[config.mk]
export PLATFORM = sky130hd
export DESIGN_NAME = regfile_write_arbiter
export DESIGN_NICKNAME = d
export VERILOG_FILES = /design/src/rtl/regfile_pkg.sv /design/src/rtl/regfile_write_arbiter_rr_arb2.sv /design/src/rtl/regfile_write_arbiter.sv
export SDC_FILE = /design/constraint.sdc
export NUM_CORES = 1
export LEC_CHECK = 0
export CAP_MARGIN = 15
export CORE_ASPECT_RATIO = 0.8
export CORE_MARGIN = 5
export CORE_UTILIZATION = 23
export CTS_CLUSTER_DIAMETER = 200
export DETAILED_ROUTE_END_ITERATION = 12
export PLACE_DENSITY = 0.52
export SYNTH_ARGS = -nofsm -noshare
export SYNTH_HDL_FRONTEND = slang
export SYNTH_SLANG_ARGS = --single-unit
export TNS_END_PERCENT = 20
[constraint.sdc]
create_clock -name clk -period 1.55 [get_ports clk]
set_input_delay 0.31 -clock clk [delete_from_list [all_inputs] [get_ports clk]]
set_output_delay 0.31 -clock clk [all_outputs]
set_load 0.05 [all_outputs]
[src/rtl/regfile_pkg.sv]
`default_nettype none
// ============================================================================
// Module      : regfile_pkg
// Description : Shared constants for the register-file write arbiter slice.
//               DATA_W / ADDR_W give default widths, NUM_REGS the register
//               count, REG_ZERO the hard-wired zero register.
// Revision    : 1.0 - initial release
// ============================================================================
package regfile_pkg;

  localparam int DATA_W   = 32;
  localparam int ADDR_W   = 5;
  localparam int NUM_REGS = 2 ** ADDR_W;
  localparam int REG_ZERO = 0;

endpackage : regfile_pkg
`default_nettype wire

[src/rtl/regfile_write_arbiter_rr_arb2.sv]
`default_nettype none
// ============================================================================
// Module      : rr_arb2
// Description : Two-way round-robin arbiter, purely combinational.
// Ports       : req_i      - request vector (bit 0 = req0, bit 1 = req1)
//               enable_i   - grants are only issued while high
//               ptr_i      - current priority pointer (0 = req0 preferred)
//               grant_o    - one-hot grant (all zero when nothing granted)
//               ptr_next_o - pointer value to register after this cycle
// Revision    : 1.0 - initial release
// ============================================================================
module rr_arb2 (
  input  logic [1:0] req_i,
  input  logic       enable_i,
  input  logic       ptr_i,
  output logic [1:0] grant_o,
  output logic       ptr_next_o
);

  always_comb begin
    grant_o = 2'b00;
    if (enable_i) begin
      if (req_i == 2'b11) begin
        grant_o = ptr_i ? 2'b10 : 2'b01;
      end else begin
        grant_o = req_i;
      end
    end
  end

  // After a grant, priority moves to the other requester; otherwise it holds.
  always_comb begin
    ptr_next_o = ptr_i;
    if (grant_o[0]) begin
      ptr_next_o = 1'b1;
    end else if (grant_o[1]) begin
      ptr_next_o = 1'b0;
    end
  end

endmodule : rr_arb2
`default_nettype wire

[src/rtl/regfile_write_arbiter.sv]
`default_nettype none
// ============================================================================
// Module      : regfile_write_arbiter
// Description : Shares the register file's single write port between the ALU
//               writeback (req0) and the load writeback (req1) through a
//               one-entry output stage with round-robin arbitration.
// Ports       : clk, rst                 - clock, async active-high reset
//               reqN_valid/addr/data     - requester N write request
//               reqN_ready               - requester N accepted this cycle
//               hold                     - stall, blocks commit and accept
//               writeEn/Addr/Data        - register file write port
//               busy_mask                - one-hot of staged destination
//               pending                  - output stage occupied
// Revision    : 1.0 - initial release
// ============================================================================
module regfile_write_arbiter
  import regfile_pkg::*;
#(
  parameter int DATA_W = regfile_pkg::DATA_W,
  parameter int ADDR_W = regfile_pkg::ADDR_W
) (
  input  logic                 clk,
  input  logic                 rst,
  input  logic                 req0_valid,
  output logic                 req0_ready,
  input  logic [ADDR_W-1:0]    req0_addr,
  input  logic [DATA_W-1:0]    req0_data,
  input  logic                 req1_valid,
  output logic                 req1_ready,
  input  logic [ADDR_W-1:0]    req1_addr,
  input  logic [DATA_W-1:0]    req1_data,
  input  logic                 hold,
  output logic                 writeEn,
  output logic [ADDR_W-1:0]    writeAddr,
  output logic [DATA_W-1:0]    writeData,
  output logic [2**ADDR_W-1:0] busy_mask,
  output logic                 pending
);

  localparam int C_NREGS = 2 ** ADDR_W;

  logic              out_valid_q, out_valid_d;
  logic [ADDR_W-1:0] out_addr_q,  out_addr_d;
  logic [DATA_W-1:0] out_data_q,  out_data_d;
  logic              ptr_q,       ptr_d;

  logic              w_commit;
  logic              w_can_accept;
  logic [1:0]        w_grant;
  logic [ADDR_W-1:0] w_gnt_addr;
  logic [DATA_W-1:0] w_gnt_data;
  logic              w_load;

  // A committing stage frees itself on the same edge, so a new grant can
  // land without a bubble.
  assign w_commit     = out_valid_q & ~hold;
  assign w_can_accept = ~out_valid_q | w_commit;

  rr_arb2 u_arb (
    .req_i      ({req1_valid, req0_valid}),
    .enable_i   (w_can_accept),
    .ptr_i      (ptr_q),
    .grant_o    (w_grant),
    .ptr_next_o (ptr_d)
  );

  assign req0_ready = w_grant[0];
  assign req1_ready = w_grant[1];

  assign w_gnt_addr = w_grant[1] ? req1_addr : req0_addr;
  assign w_gnt_data = w_grant[1] ? req1_data : req0_data;

  // Writes to the zero register are acknowledged but never staged.
  assign w_load = (|w_grant) && (w_gnt_addr != ADDR_W'(REG_ZERO));

  always_comb begin
    out_valid_d = out_valid_q;
    out_addr_d  = out_addr_q;
    out_data_d  = out_data_q;
    if (w_load) begin
      out_valid_d = 1'b1;
      out_addr_d  = w_gnt_addr;
      out_data_d  = w_gnt_data;
    end else if (w_commit) begin
      out_valid_d = 1'b0;
    end
  end

  always_ff @(posedge clk or posedge rst) begin
    if (rst) begin
      out_valid_q <= 1'b0;
      out_addr_q  <= '0;
      out_data_q  <= '0;
      ptr_q       <= 1'b0;
    end else begin
      out_valid_q <= out_valid_d;
      out_addr_q  <= out_addr_d;
      out_data_q  <= out_data_d;
      ptr_q       <= ptr_d;
    end
  end

  assign writeEn   = w_commit;
  assign writeAddr = out_addr_q;
  assign writeData = out_data_q;
  assign pending   = out_valid_q;
  assign busy_mask = out_valid_q ? ({{(C_NREGS-1){1'b0}}, 1'b1} << out_addr_q)
                                 : '0;

endmodule : regfile_write_arbiter
`default_nettype wire

---- Yosys cells after proc, flatten, opt, wreduce, memory -nomap -nowiden ----
Cells that the tools add are included.
word-level totals
  bits of input ports ..................... 79
  flip-flop bits (word level) ............. 39
cells by class
  bitwise operators ....................... 4
  equal/unequal tests ..................... 1
  muxes and demuxes ....................... 10
  reduce and logical (&&, ||, !) cells .... 5
  shift operators ......................... 1
operators by type and width
  cell                    count
  $mux W32                2
  $shl A1 B5 Y32 const A  1
  $mux W2                 3
  $mux W5                 1
  $reduce_bool A5 Y1      1
  $mux W1                 4
  $reduce_bool A2 Y1      2
  $eq A2 B2 Y1 const B    1
  $not A1 Y1              2
  $reduce_or A2 Y1        1
  $and A1 B1 Y1           1
  $logic_and A1 B1 Y1     1
  $or A1 B1 Y1            1

---- Longest topological paths before layout ----
  depth after elaboration ................. 8
  mapped depth ............................ 6
  depth with buffers taken out ............ 5

---- Cells and area by module ----
A second synthesis with hierarchy kept.
unflattened totals
  cells, all modules ...................... 192
  area, all modules ....................... 2,289.7 um2
by module, submodules not included
  module                 cells each  times used  seq. area each (um2)  area each (um2)
  regfile_write_arbiter  185         1           975.9                 2,253.4
  rr_arb2                7           1           0.0                   36.3

---- Worst setup path after synthesis ----
Ideal clock, no wire load.
  path kind ............................... flip-flop to output port
  from .................................... register out_addr_q[2] (netlist: writeAddr[2])
  to ...................................... output port busy_mask[8]
  setup slack ............................. -1.059 ns
  arrival ................................. 2.299 ns
  cell stages (with the launch flop) ...... 5
  path through ............................ dfrtp_1 > clkbuf_1 > nand2b_1 > nand2b_1 > nor3_1
between the ends
  longest elaborated chain between the ends .. 2
RTL lines
  item                      RTL line                      RTL
  start: declaration        regfile_write_arbiter.sv:43   logic [ADDR_W-1:0] out_addr_q, out_addr_d;
  start signal: assignment  regfile_write_arbiter.sv:97   out_addr_q <= out_addr_d;
  $shl A1 B5 Y32            regfile_write_arbiter.sv:107  assign busy_mask = out_valid_q ? ({{(C_NREGS-1){1'b0}}, 1'b1} << out_addr_q)
  $mux W32                  regfile_write_arbiter.sv:107
  end: declaration          regfile_write_arbiter.sv:36   output logic [2**ADDR_W-1:0] busy_mask,
Every way passes these cells.

---- Worst setup path in the final report ----
  from .................................... register out_valid_q (netlist: pending)
  to ...................................... output port busy_mask[0]
between the ends
  longest elaborated chain between the ends .. 1
RTL lines
  item                      RTL line                      RTL
  start: declaration        regfile_write_arbiter.sv:42   logic out_valid_q, out_valid_d;
  start signal: assignment  regfile_write_arbiter.sv:96   out_valid_q <= out_valid_d;
  $mux W32                  regfile_write_arbiter.sv:107
Every way passes these cells.

==> results.json <==
{
  "status": "finished, violations left",
  "violations": "negative setup slack",
  "core_um2": 11500,
  "cts_buffers": 5,
  "cts_tree": "yes",
  "rsz0062_at_grt": "yes",
  "crit_path_max_fanout": 4,
  "hpwl_um": 8020,
  "cp-endpoint": "busy_mask[0]",
  "htreeDepth": 2,
  "synth.yosys.warnings": 0,
  "die_w_um": 131,
  "drc": 0,
  "synth_largest_area_cell": "dfrtp_1",
  "clock_skew_ps": 4.81,
  "clock_path_buffers": 2,
  "start_util": 0.236,
  "ys_ff_latch": 39,
  "synth_nets": 346,
  "required_ps": 1240,
  "wire_per_inst_um": 18.0,
  "portBuffers": 151,
  "rows": 35,
  "drt_iter0_markers": 89,
  "yosysTopAreaCellShare": 0.360,
  "syn_area_um2": 2710,
  "p_leak_nw": 2.74,
  "final_nets": 566,
  "met3_usage": 0.0366,
  "die_y_um": 107,
  "cp.arrival_ps": 1500,
  "worstRegToRegCells": 6,
  "nFillCells": 948,
  "final_util": 0.569,
  "cts_sinks": 39,
  "syn_area_per_cell_um2": 10.2,
  "grt_remaining_overflow": 0,
  "slew_headroom": 0.829,
  "clock_latency_ps": 280,
  "yosys.cell_types.count": 34,
  "antenna_found_initial": 0,
  "final_cell_mix": "90 x buf_12, 66 x clkdlybuf4s50_1, 40 x buf_4",
  "gp_congestion": 0.761,
  "synth_seq_area_share": 0.360,
  "grtUsageMet1": 0.212,
  "layout-drive-gt1-share": 0.584,
  "whs_path_depth": 2,
  "cts_hold_buf": 0,
  "layout_commonest_cell": "buf_12",
  "p_per_area_nw_per_um2": 971,
  "whs_ps": 334,
  "path_class": "flip-flop to output port",
  "dieArea_um2": 14100,
  "setup_violations": 71,
  "rr_endpoint": "writeData[22]",
  "drt_pre_antenna_iters": 4,
  "setup_ws_ps": -261,
  "vias": 2918,
  "grt_pass1_vias": 3016,
  "min_period_over_period": 1.17,
  "synth_edf_count": 0,
  "met2_usage": 0.267,
  "placed_cell_area_um2": 5530,
  "crit_path_end_kind": "output port",
  "finalWirelength_um": 11500,
  "synthArstFlopShare": 1.00,
  "register_area_um2": 983,
  "tightest_slew_ps": 256,
  "cts-root-buf": "clkbuf_16",
  "track_usage": 0.159,
  "clk_pin_slew_ps": 60,
  "ant_nets": 0,
  "reg2reg_slack_ps": -110,
  "syn_to_final_growth_pct": 142,
  "crit-reg2reg-launch": "pending",
  "synthCells": 267,
  "drv_cap": 0,
  "hold_viol": 0,
  "report.final.slew_viol_count": 0,
  "period_needed_ps": 1810,
  "vias_per_cell": 4.59,
  "peakVddDrop_v": 0.000477,
  "ys.flop_type": "dfrtp_1",
  "top_usage_layer": "met2",
  "grt_first_pass_wirelength_um": 17700,
  "cp-startpoint": "pending",
  "grt_max_degree": 40,
  "hold_class": "input port to flip-flop",
  "synth.area.top_cells": "dfrtp_1 36%, a221oi_2 17%, mux2i_1 13%",
  "critPathLaunchType": "flip-flop",
  "ios": 152,
  "fmax_mhz": 552,
  "multi_input_area_um2": 1850,
  "diodes": 0,
  "stdcell_area_um2": 6550
}
==> area by class of cell <==
class / count / share of cell area
Clock buffer: 8 / 0.0239
Inverter: 35 / 0.0201
Multi-Input combinational cell: 176 / 0.282
Sequential cell: 39 / 0.150
Tap cell: 148 / 0.0283
Timing Repair Buffer: 230 / 0.495
==> synthesized netlist by cell type, types with 2 or more instances <==
master     instances
nand2_1            7
o2bb2ai_1          2
nor2_1            59
a221oi_1           2
dfrtp_1           39
buf_12             6
inv_1             34
nor3_1             8
a211o_2            3
o221a_2            3
nand3_1            2
nand2b_1           6
or4_4              2
mux2i_1           35
nor2b_1            3
nand4_1            2
buf_2              3
a221oi_2          30
clkbuf_1           6
==> kinds of logic (layout without fill, tap and decap cells) <==
logic type | after synthesis | count (layout) | synth area share
and+or+nand+nor | 95 | 95 | 0.165
AOI/OAI and AO/OA | 46 | 46 | 0.233
buffers and inverters | 52 | 273 | 0.113
muxes | 35 | 35 | 0.129
DFF | 39 | 39 | 0.360
==> layer usage <==
metal | part of all wire | vias up
li1 | - | 1411
met2 | 0.51 | 71
met3 | 0.045 | 9
met5 | 0 | -
met4 | 0.010 | 0
met1 | 0.44 | 1427
==> through the flow <==
step                      total power [mW]  setup TNS [ps]  worst slack (ps)  instances
after floorplan                       3.09          -19700              -504        267
after global placement                4.78          -24100              -673        588
after detailed placement              4.81          -25400              -697        588
after CTS                             6.25          -13780              -254        626
after global routing                  6.65          -16860              -330        636
final                                 6.36          -13030              -261        636
==> critical path: stages (launching register included) <==
cell	delay (ps)
dfrtp_2	430
nor2b_4	220
buf_4	150
nand2_4	80
nor3_4	170
buf_12	160
==> flip-flops by register name, indices dropped and copies added (netlist names) <==
signal	flops
pending	1
ptr_q	1
writeAddr	5
writeData	32
==> report_power, final <==
| part | total, mW | switching [mW] | internal [mW] |
|---|---|---|---|
| clock network | 1.08 | 0.397 | 0.685 |
| registers | 1.52 | 0.302 | 1.22 |
| logic | 3.76 | 1.87 | 1.89 |
| total | 6.36 | 2.57 | 3.79 |
==> how the worst min path moves through the flow <==
stage / end / slack, ps / startpoint
5_1_grt: writeAddr[0] / 330 / req0_addr[0]
3_3_place_gp: ptr_q / 550 / ptr_q
6_report: writeAddr[0] / 330 / req0_addr[0]
2_1_floorplan: ptr_q / 460 / ptr_q
4_1_cts: writeAddr[0] / 330 / req0_addr[0]
3_5_place_dp: ptr_q / 560 / ptr_q
==> timing repair <==
| action | CTS | global route |
|---|---|---|
| hold endpoints to repair | 0 | 0 |
| endpoints found under the setup margin | 73 | 72 |
| gates cloned | 8 | 0 |
| setup buffers | 22 | 10 |
| pin swaps | 23 | 13 |
| resized for setup | 96 | 37 |
Power figures use the tool's default switching activity.
